## src/rtl/cpu_pkg.sv

```systemverilog
// cpu_pkg: shared state, opcode-class, jump-condition and writeback-select constants
package cpu_pkg;
  typedef enum logic [2:0] {FETCH, DECODE, EXEC, MEM, WB, HALT} state_t;
  localparam logic [3:0] OP_LDI  = 4'b0001;
  localparam logic [3:0] OP_LD   = 4'b0010;
  localparam logic [3:0] OP_ST   = 4'b0011;
  localparam logic [3:0] OP_JMP  = 4'b0100;
  localparam logic [3:0] OP_HALT = 4'b0101;
  localparam logic [2:0] JC_ALW = 3'b000;
  localparam logic [2:0] JC_C   = 3'b001;
  localparam logic [2:0] JC_NC  = 3'b101;
  localparam logic [2:0] JC_Z   = 3'b010;
  localparam logic [2:0] JC_NZ  = 3'b110;
  localparam logic [1:0] MTR_IMM  = 2'b00;
  localparam logic [1:0] MTR_RAM  = 2'b01;
  localparam logic [1:0] MTR_ALU  = 2'b10;
  localparam logic [1:0] MTR_IDLE = 2'b11;
endpackage

```

## src/rtl/mc_branch_eval.sv

```systemverilog
// mc_branch_eval: resolves a jump condition code against the registered flags
module mc_branch_eval
  import cpu_pkg::*;
(
  input  logic [2:0] cond,
  input  logic       carry_q,
  input  logic       zero_q,
  output logic       taken
);
  // unlisted condition codes fall through to not-taken
  always_comb
    taken = (cond == JC_ALW) ? 1'b1 :
            (cond == JC_C)   ? carry_q :
            (cond == JC_NC)  ? !carry_q :
            (cond == JC_Z)   ? zero_q :
            (cond == JC_NZ)  ? !zero_q : 1'b0;
endmodule

```

## src/rtl/mc_sequencer.sv

```systemverilog
// mc_sequencer: multi-cycle FETCH/DECODE/EXEC/MEM/WB control FSM for the 8-bit CPU
module mc_sequencer
  import cpu_pkg::*;
#(
  parameter int         DATA_W      = 8,
  parameter logic [3:0] HALT_NIBBLE = OP_HALT
) (
  input  logic              clk,
  input  logic              n_reset,
  input  logic [DATA_W-1:0] opcode1,
  input  logic [DATA_W-1:0] opcode2,
  input  logic              alu_carry,
  input  logic              alu_zero,
  output logic [DATA_W-1:0] ir_op1,
  output logic [DATA_W-1:0] ir_op2,
  output logic              ir_load,
  output logic              n_cs,
  output logic              n_oe,
  output logic              n_we,
  output logic              alu_op,
  output logic [2:0]        alu_func,
  output logic [1:0]        mem_to_reg,
  output logic              regdest,
  output logic              regWrite,
  output logic              jumpCond,
  output logic              pc_en,
  output logic              halted,
  output logic [2:0]        state
);
  state_t     st, st_nx;
  logic       carry_q, zero_q, taken;
  logic [3:0] nib;
  logic       is_ldi, is_ld, is_st, is_jmp, is_alu, is_halt, is_nop;
  assign nib      = ir_op1[7:4];
  assign is_alu   = nib[3];
  assign is_ldi   = !is_alu && nib == OP_LDI;
  assign is_ld    = !is_alu && nib == OP_LD;
  assign is_st    = !is_alu && nib == OP_ST;
  assign is_jmp   = !is_alu && nib == OP_JMP;
  assign is_halt  = !is_alu && nib == HALT_NIBBLE;
  assign is_nop   = !(is_alu || is_ldi || is_ld || is_st || is_jmp || is_halt);
  assign alu_func = ir_op1[6:4];
  assign state    = st;
  mc_branch_eval u_branch (
    .cond    (ir_op1[2:0]),
    .carry_q (carry_q),
    .zero_q  (zero_q),
    .taken   (taken)
  );
  // state, instruction register and flags; IR loads only in FETCH, flags only in ALU EXEC
  always_ff @(posedge clk)
    if (!n_reset) begin
      st      <= FETCH;
      ir_op1  <= '0;
      ir_op2  <= '0;
      carry_q <= 1'b0;
      zero_q  <= 1'b0;
    end else begin
      st <= st_nx;
      if (st == FETCH) begin
        ir_op1 <= opcode1;
        ir_op2 <= opcode2;
      end
      if (st == EXEC && is_alu) begin
        carry_q <= alu_carry;
        zero_q  <= alu_zero;
      end
    end
  // next state and Moore strobes; everything is held idle while reset is asserted
  always_comb begin
    st_nx      = st;
    ir_load    = 1'b0;
    n_cs       = 1'b1;
    n_oe       = 1'b1;
    n_we       = 1'b1;
    alu_op     = 1'b0;
    mem_to_reg = MTR_IDLE;
    regdest    = 1'b1;
    regWrite   = 1'b0;
    jumpCond   = 1'b0;
    pc_en      = 1'b0;
    halted     = 1'b0;
    if (n_reset)
      case (st)
        FETCH: begin
          ir_load = 1'b1;
          st_nx   = DECODE;
        end
        DECODE: begin
          pc_en = is_nop;
          st_nx = is_ldi ? WB : (is_ld || is_st) ? MEM :
                  (is_alu || is_jmp) ? EXEC : is_halt ? HALT : FETCH;
        end
        EXEC: begin
          alu_op     = is_alu;
          mem_to_reg = is_alu ? MTR_ALU : MTR_IDLE;
          pc_en      = !is_alu;
          jumpCond   = !is_alu && taken;
          st_nx      = is_alu ? WB : FETCH;
        end
        MEM: begin
          n_cs       = 1'b0;
          n_oe       = !is_ld;
          n_we       = is_ld;
          mem_to_reg = is_ld ? MTR_RAM : MTR_IDLE;
          pc_en      = !is_ld;
          st_nx      = is_ld ? WB : FETCH;
        end
        WB: begin
          regWrite   = 1'b1;
          pc_en      = 1'b1;
          n_cs       = !is_ld;
          n_oe       = !is_ld;
          mem_to_reg = is_ld ? MTR_RAM : is_alu ? MTR_ALU : MTR_IMM;
          st_nx      = FETCH;
        end
        HALT: begin
          halted = 1'b1;
          st_nx  = HALT;
        end
        default: st_nx = FETCH;
      endcase
  end
endmodule

```

## config.mk

```make
export PLATFORM = sky130hd
export DESIGN_NAME = mc_sequencer
export DESIGN_NICKNAME = d
export VERILOG_FILES = /design/src/rtl/cpu_pkg.sv /design/src/rtl/mc_branch_eval.sv /design/src/rtl/mc_sequencer.sv
export SDC_FILE = /design/constraint.sdc
export NUM_CORES = 1
export LEC_CHECK = 0
export ABC_CLOCK_PERIOD_IN_PS = 1900
export CAP_MARGIN = 20
export CORE_AREA = 2 2 57 59
export CTS_CLUSTER_SIZE = 40
export DETAILED_ROUTE_END_ITERATION = 8
export DIE_AREA = 0 0 59 61
export HOLD_SLACK_MARGIN = 0.02
export PLACE_DENSITY = 0.82
export SYNTH_ARGS = -nofsm -noshare
export SYNTH_HDL_FRONTEND = slang
export SYNTH_SLANG_ARGS = --single-unit
```

## constraint.sdc

```tcl
create_clock -name clk -period 1.9 [get_ports clk]
set_clock_uncertainty 0.1 [all_clocks]
set_input_delay 0.285 -clock clk [delete_from_list [all_inputs] [get_ports clk]]
set_output_delay 0.285 -clock clk [all_outputs]
set_load 0.02 [all_outputs]
```

==> summary.md <==
| Metric | Value |
|---|---|
| Status | finished with violations |
| Failing checks | setup timing |
| Top-count cell post-synth | nand2_1 |
| Mapped Nets | 160 |
| Syn avg cell area | 8.17 um^2 |
| Top-area cell type share of the netlist area | 36.8% |
| I/O pins | 54 |
| Post-Place Setup Slack | -0.418 ns |
| P_leak | 0.794 nW |
| Congestion Overflow GR | 0 |
| Routed length per instance | 13.9 um |
| Post-synthesis compound-gate area fraction | 21.1% |
| Total GRT Usage | 19.9% |
| Multiplexer share of the synthesized area | 1.75% |
| Via/cell ratio | 5.12 |
| Worst IR Drop VDD | 471 uV |
| Number of diodes | 0 |
| Top post-synthesis cells by count | 35 x nand2_1, 21 x dfxtp_1, 16 x a21boi_1 |
| TritonCTS Buffers | 3 |
| Initial antenna violation count | 0 |
| Fin util | 65.3% |
| GP Congestion | 0.843 |
| Vias in the first global route | 1197 |
| Largest family of logic cells by synthesized area | simple AND/OR/NAND/NOR gates |
| H-tree Lvls | 1 |
| Slew margin rel. | 64.6% |
| Post-synth ARST share | 0% |
| EDFF count, synth | 0 |
| Yosys cell types | 39 |
| Critical Path, Cell by Cell | or4b_4 -> o32ai_2 -> nand2_1 -> buf_6 |
| First-pass detailed-route iteration total | 4 |
| Clock root cell | clkbuf_4 |
| Placed cell count | 235 |
| FILL cells | 249 |
| Seq cells post-synth | 21 |
| Die area | 3600 um^2 |
| Slowest-stage cell, CP | or4b_4 |
| Setup TNS | -0.188 ns |
| Final #Nets | 230 |
| Critical path fanouts, max | 2 |
| Core Box Area | 2950 um^2 |
| Critical path class | register to primary output |
| Initial DRC count | 37 |
| Die Span X | 59 um |
| Yosys top cell by area | dfxtp_1 |
| Yosys warning total | 0 |
| Final setup viols | 3 |
| Multi-input logic area | 694 um^2 |
| Clock slew at reported path FFs | 0.13 ns |
| Post-Syn Instances | 140 |
| First-pass GRT wire length | 5420 um |
| Hold_buf cts | 0 |
| Nature of the critical path endpoint | primary output |
| Post-route ant nets | 0 |
| Residual DRC count | 0 |
| P&R area growth vs syn | 68.7% |
| Max Cap Viol | 0 |
| Simple-gate share of the synthesized area | 32.7% |
| Top cells by area, synth | dfxtp_1 37%, nand2_1 11%, a21boi_1 11%, nor2b_1 3.3%, buf_2 3.1% |
| Critical path arrival | 1.64 ns |
| Synthesized area | 1140 um^2 |
| Post-Synth XOR/XNOR Area | 0% |
| Pwr Density | 705 nW/um^2 |
| Row count | 20 |
| Met1 Use GR | 24.4% |
| Port bufs | 52 |
| Peak Freq | 0.495 GHz |
| Layout Cells excl Fill | 242 |
| Min-delay worst type | primary input to register |
| Post-Route WL | 3350 um |
| Synth Area in Adders | 0% |
| Final Worst Setup Slack | -0.121 ns |
| Fin crit share | 106% |
| CTS max path bufs | 2 |
| WHS | 0.353 ns |
| Measured slew at the worst slew-check pin | 0.531 ns |
| CTS tree | built |
| Final Max Slew Viols | 0 |
| Pin count of the biggest net entering global routing | 17 |
| Startpoint types | register |
| Most used DFF post-synth | dfxtp_1 |
| Crit-path max cell delay | 0.55 ns |
| Die Ht | 61 um |
| Reg area | 433 um^2 |
| DP Wirelength | 2470 um |
| Grt met3 use | 3.62% |
| Hold Vio Cnt, Final | 0 |
| Starting Density | 38.7% |
| Post-layout minimum cycle time | 2.02 ns |
| Clk Latency, worst-skew pair | 0.31 ns |
| Busiest grt layer | met2 |
| GRT met2 Usage | 35.1% |
| Layout cell share with drive strength beyond 1 | 28.2% |
| RSZ-0062 raised after global routing | true |
| Sequential share of the synthesized area | 36.8% |
| Worst path required time | 1.51 ns |
| Clk sink count | 21 |
| Vias post-DR | 1240 |
-- critical path, delay by kind of cell (launching register included) --
kind            cells  cell delay (ns)
buf+inv             1             0.13
flops               1             0.34
compound gates      1             0.21
simple gates        2             0.64
-- repair_timing --
item / in CTS / in global routing
buffers inserted: 2 / 1
endpoints found under the hold margin: 0 / 0
setup endpoints to repair: 14 / 11
gates resized for setup: 61 / 15
pin swaps: 6 / 5
-- sequential cells by signal (all words and copies together) (netlist names) --
register	cells
ir_op1	8
ir_op2	8
state	3
carry_q	1
zero_q	1
-- per-layer routing --
metal,up-vias,wire length [um]
met4,0,49
met1,585,1430
li1,614,-
met3,6,168
met2,35,1710
met5,-,0
-- worst paths after layout --
| kind | startpoint | depth (start not counted) | end | slack [ns] |
|---|---|---|---|---|
| hold reg to reg | ir_op1[3] | 2 | ir_op1[3] | 0.36 |
| setup reg to reg | state[1] | 4 | ir_op2[6] | 0.32 |
| hold / removal | n_reset | 4 | state[2] | 0.35 |
| setup / recovery | ir_op1[6] | 4 | mem_to_reg[1] | -0.12 |
-- placed cells by master (no fill, tap or decap), drive strengths merged, types with 3 or more instances in the layout --
cell type and count:
nor2b 6, nor2 4, inv 3, nor3b 3
buf 36, nor3 3, clkbuf 3, and2 3
a21boi 16, dfxtp 21, clkdlybuf4s50 39, nand2 35
-- per-stage QoR --
| step | total power, mW | area, um^2 |
|---|---|---|
| floorplan | 0.829 | 1140 |
| global placement | 1.08 | 1820 |
| detailed placement | 1.10 | 1820 |
| CTS | 1.35 | 1880 |
| global route | 1.44 | 1930 |
| finish | 1.36 | 1930 |
-- where the power goes --
group	switching, mW	leakage, nW	internal (mW)	total (mW)
combinational	0.295	0.604	0.305	0.601
clock	0.149	0.0139	0.0804	0.230
sequential	0.0382	0.176	0.491	0.530
-- final cells by class --
type | count | area share (%)
Clock inverter | 1 | 0.389
Inverter | 3 | 0.584
Multi-Input combinational cell | 103 | 36.0
Sequential cell | 21 | 22.4
Tap cell | 33 | 2.14
Timing Repair Buffer | 78 | 37.3
Clock buffer | 3 | 1.17
-- kinds of logic after synthesis --
group                  after synthesis
AND/OR/NAND/NOR                     68
flip-flops                          21
other                                1
multiplexers                         2
AO/OA/AOI/OAI                       32
buffers and inverters               16
No activity file was read; power rests on OpenSTA's default activity.
